--- config.mk ---
export PLATFORM = sky130hd
export DESIGN_NAME = ws281x_tx
export DESIGN_NICKNAME = d
export VERILOG_FILES = /design/src/rtl/ws281x_tx.sv
export SDC_FILE = /design/constraint.sdc
export NUM_CORES = 1
export LEC_CHECK = 0
export ABC_AREA = 1
export CAP_MARGIN = 40
export CORE_AREA = 2 2 113 115
export CTS_BUF_LIST = sky130_fd_sc_hd__clkbuf_2
export DETAILED_ROUTE_END_ITERATION = 8
export DIE_AREA = 0 0 115 117
export HOLD_SLACK_MARGIN = 0.03
export PLACE_DENSITY = 0.46
export SLEW_MARGIN = 25
export SYNTH_ARGS = -nofsm -noshare
export SYNTH_HDL_FRONTEND = slang
export SYNTH_SLANG_ARGS = --single-unit
--- constraint.sdc ---
create_clock -name ClockEdge -period 2.68 [get_ports ClockEdge]
set_clock_uncertainty 0.2 [all_clocks]
set_input_delay 0.536 -clock ClockEdge [delete_from_list [all_inputs] [get_ports ClockEdge]]
set_output_delay 0.536 -clock ClockEdge [all_outputs]
set_load 0.005 [all_outputs]
--- src/rtl/ws281x_tx.sv ---
// WS281X one-wire transmitter: serialises WIDTH-bit pixel words MSB first and inserts latch gaps.
// Optional build macro WS281X_TX_AUTOLATCH_EN inserts the latch gap after every NPIX-th word.
module ws281x_tx #(
  parameter int unsigned WIDTH  = 24,
  parameter int unsigned T0H    = 16,
  parameter int unsigned T1H    = 32,
  parameter int unsigned TBIT   = 50,
  parameter int unsigned TLATCH = 2000,
  parameter int unsigned NPIX   = 8
) (
  input  logic             ClockEdge,
  input  logic             Reset,
  input  logic [WIDTH-1:0] Data,
  input  logic             Valid,
  output logic             Ready,
  input  logic             Latch,
  output logic             Dout,
  output logic             Busy,
  output logic [15:0]      PixelCount
);

  localparam int unsigned PW = (TBIT > 1) ? $clog2(TBIT) : 1;
  localparam int unsigned BW = (WIDTH > 1) ? $clog2(WIDTH) : 1;
  localparam int unsigned LW = $clog2(TLATCH + 1);

  localparam logic [PW-1:0] PhaseLast = PW'(TBIT - 1);
  localparam logic [BW-1:0] BitLast   = BW'(WIDTH - 1);
  localparam logic [LW-1:0] LatchLast = LW'(TLATCH - 1);
  localparam logic [PW-1:0] T0hP      = PW'(T0H);
  localparam logic [PW-1:0] T1hP      = PW'(T1H);

  if (!(T0H >= 1 && T0H < T1H && T1H < TBIT && TLATCH >= 1 && NPIX >= 1)) begin : g_bad_params
    $error("ws281x_tx: illegal timing parameters");
  end

  typedef enum logic [1:0] {StIdle, StSend, StLatch} state_e;

  state_e           state_q, state_d;
  logic [PW-1:0]    phase_q, phase_d;
  logic [BW-1:0]    bitcnt_q, bitcnt_d;
  logic [LW-1:0]    lcnt_q, lcnt_d;
  logic [WIDTH-1:0] shreg_q, shreg_d;
  logic [15:0]      pcount_q, pcount_d;
  logic             pending_q, pending_d;
  logic             dout_q, dout_d;

  logic auto_req, latch_req, last_cycle, accept;
  logic [15:0] pcount_inc;

`ifdef WS281X_TX_AUTOLATCH_EN
  assign auto_req = ({16'd0, pcount_q} >= NPIX);
`else
  assign auto_req = 1'b0;
`endif

  // A Latch arriving in the final cycle of a pixel still blocks a gap-free accept.
  assign latch_req  = pending_q | Latch | auto_req;
  assign last_cycle = (state_q == StSend) && (phase_q == PhaseLast) && (bitcnt_q == BitLast);
  assign Ready      = !Reset && (((state_q == StIdle) && !pending_q && !Latch) ||
                                 (last_cycle && !latch_req));
  assign accept     = Valid && Ready;
  assign pcount_inc = (pcount_q == 16'hFFFF) ? pcount_q : pcount_q + 16'd1;

  always_comb begin
    state_d   = state_q;
    phase_d   = phase_q;
    bitcnt_d  = bitcnt_q;
    lcnt_d    = lcnt_q;
    shreg_d   = shreg_q;
    pcount_d  = pcount_q;
    pending_d = pending_q;
    dout_d    = (state_q == StSend) &&
                (shreg_q[WIDTH-1] ? (phase_q < T1hP) : (phase_q < T0hP));

    case (state_q)
      StIdle: begin
        if (Latch) begin
          state_d = StLatch;
          lcnt_d  = '0;
        end else if (accept) begin
          state_d  = StSend;
          shreg_d  = Data;
          phase_d  = '0;
          bitcnt_d = '0;
          pcount_d = pcount_inc;
        end
      end
      StSend: begin
        if (Latch) pending_d = 1'b1;
        if (phase_q == PhaseLast) begin
          phase_d = '0;
          shreg_d = shreg_q << 1;
          if (bitcnt_q == BitLast) begin
            bitcnt_d = '0;
            if (accept) begin
              shreg_d  = Data;
              pcount_d = pcount_inc;
            end else if (latch_req) begin
              state_d = StLatch;
              lcnt_d  = '0;
            end else begin
              state_d = StIdle;
            end
          end else begin
            bitcnt_d = bitcnt_q + BW'(1);
          end
        end else begin
          phase_d = phase_q + PW'(1);
        end
      end
      StLatch: begin
        if (lcnt_q == LatchLast) begin
          state_d   = StIdle;
          pcount_d  = '0;
          pending_d = 1'b0;
        end else begin
          lcnt_d = lcnt_q + LW'(1);
        end
      end
      default: state_d = StIdle;
    endcase
  end

  always_ff @(posedge ClockEdge) begin
    if (Reset) begin
      state_q   <= StIdle;
      phase_q   <= '0;
      bitcnt_q  <= '0;
      lcnt_q    <= '0;
      shreg_q   <= '0;
      pcount_q  <= '0;
      pending_q <= 1'b0;
      dout_q    <= 1'b0;
    end else begin
      state_q   <= state_d;
      phase_q   <= phase_d;
      bitcnt_q  <= bitcnt_d;
      lcnt_q    <= lcnt_d;
      shreg_q   <= shreg_d;
      pcount_q  <= pcount_d;
      pending_q <= pending_d;
      dout_q    <= dout_d;
    end
  end

  assign Dout       = dout_q;
  assign Busy       = (state_q != StIdle);
  assign PixelCount = pcount_q;

endmodule
==> results.cfg <==
[setup_path]
rr_worst_depth = 16
required_ps = 1940
crit_type = flop to output pin
cp_max_fo = 2
startpoint_type = flop
critPathCaptureType = output pin
arrival_ps = 1750

[route]
drc = 0
wirelength_mm = 9.604
drtAntennaViolNets = 0
drtIter0Drc = 191
dr.pass1.iters = 4
wl_per_cell_um = 12.77
dr_total_vias = 3547
via_per_inst = 4.717

[floorplan]
rows = 41
die_w_um = 115
io_pins = 47
core_area_um2 = 12310
dieArea_um2 = 13460
initial_core_util = 0.2910
die_h_um = 117

[cts]
insertion_delay_ps = 550
numCtsBuffers = 9
cts.sinks = 66
cts_max_path_buffers = 2
htree_levels = 3
cts_tree = yes
postCtsHoldBufs = 0
clk_pin_slew_ps = 180
root_buffer = clkbuf_2

[placement]
port_buffers = 46
dpl.hpwl_mm = 6.225
gp_congestion = 0.7822
dp.cells = 725

[synthesis]
synthArstFlopShare = 0
syn_area_um2 = 3582
synth_seq_cells = 66
yosysTopAreaCell = dfxtp_1
synthTopCellsByCount = nand2_1, nand3_1, dfxtp_1, nor2_1, inv_1
syn-num-nets = 569
synth_cell_types = 36
synth_seq_area_share = 0.3688
synth_area_leaders = dfxtp_1, nand2_1, nand3_1, nor2_1, a21oi_1
synth_edf_count = 0
syn-instance-count = 536
yosysTopAreaCellShare = 0.3688
synth.most_common_cell = nand2_1
yosys_warnings = 0
syn_area_per_cell_um2 = 6.683
yosys_most_used_dff = dfxtp_1

[timing]
fin_crit_sh = 0.9284
report.final.slew_viol_count = 0
hold_ws_ps = 281.9
finalSetupViolations = 0
period_minus_slack_ps = 2488
fmax_mhz = 401.9
hold_viol = 0
relSlewSlack = 0.6502
tns_ps = 0
tightest_slew_ps = 524.1

[power_and_ir_drop]
powerDensity_nw_per_um2 = 410.4
p_leak_uw = 0.001790
finalPower_uw = 1849
vdd_ir_drop_max_v = 0.0001177

[grt]
grt_max_degree = 35
grt_use_total = 0.1527
antenna_found_initial = 0
grt_pass1_wl_mm = 16.50
grt-ovfl-total = 0
grt_pass1_vias = 3568

[cells_and_area]
drive_above_1_share = 0.1196
layout.nets = 630
diodes = 0
synthToLayoutAreaGrowth_pct = 25.78
finalNonFillerCells = 752
post-route-util = 0.3660

[hold_path]
hold_path.class = flop to flop
hold_depth = 2

[outcome]
status = complete, no violations

[job]
drv_cap = 0
cell families after synthesis:
logic type	Yosys count	share of synthesized area
AOI/OAI and AO/OA	54	0.08174
xor gates and xnor gates	16	0.03912
adders and majority gates	5	0.01746
buffers and inverters	63	0.08348
DFF	66	0.3688
and+or+nand+nor	332	0.4094
final cells by class:
type | instances | area (um^2)
clock buffer | 11 | 55.05
clock inverter | 5 | 21.27
fill | 1363 | 7806
inverter | 40 | 156.4
multi-input combinational | 409 | 2077
sequential | 66 | 1331
tap | 150 | 187.7
timing repair buffer | 71 | 676.9
metal layers:
metal	routed length (um)	track usage
met5	0	0
met4	87	0.05060
met3	406	0.04789
met2	4523	0.2580
met1	4587	0.1854
power by group:
group | total, uW | internal [uW] | switching (uW)
clock network | 482 | 118 | 364
logic | 335 | 134 | 201
registers | 1030 | 1010 | 21.8
flip-flops by register name, summed over array words and instances, names as in the netlist:
| register | cells |
|---|---|
| PixelCount | 16 |
| lcnt_q | 11 |
| Dout | 1 |
| pending_q | 1 |
| bitcnt_q | 5 |
| state_q | 2 |
| shreg_q | 24 |
| phase_q | 6 |
cells in the final DEF (no fill, tap or decap), drive strengths merged:
cell type	instances
a211oi	1
a21oi	31
a22oi	1
and2	1
buf	25
clkbuf	11
clkdlybuf4s15	1
clkdlybuf4s50	45
clkinv	5
clkinvlp	1
dfxtp	66
ha	5
inv	39
nand2	166
nand3	87
nand3b	3
nand4	6
nor2	58
nor3	6
nor3b	5
o211ai	1
o21ai	16
o22ai	3
o2bb2ai	1
or2	1
or3	1
xnor2	4
xor2	12
per-stage QoR:
step / area [um^2] / setup slack (ps)
6_report: 4506 / 191.9
5_1_grt: 4506 / -2.343
4_1_cts: 4368 / -2.806
3_5_place_dp: 4214 / -12.29
3_3_place_gp: 4214 / 9.534
2_1_floorplan: 3582 / 615.0
final timing paths:
path,startpoint,to,slack (ps)
setup / recovery,phase_q[1],Ready,190
hold / removal,shreg_q[17],shreg_q[17],280
setup reg to reg,phase_q[1],lcnt_q[0],210
hold reg to reg,shreg_q[17],shreg_q[17],280
what timing repair did:
item | in CTS | in global routing
pin swaps | 4 | 5
setup buffers | 7 | 2
hold endpoints to repair | 0 | 0
resized for setup | 11 | 24
endpoints found under the setup margin | 1 | 54
cloned | 0 | 2
critical path, cell delays in order (launching register included):
cell             delay (ps)
dfxtp_2                 360
inv_2                    50
ha_2                    160
nand3_2                  90
nor2_4                  110
nand3_2                  70
nand2_2                  70
nand2_1                  50
inv_1                    40
clkdlybuf4s15_1         190
(Power assumes the default switching activity.)
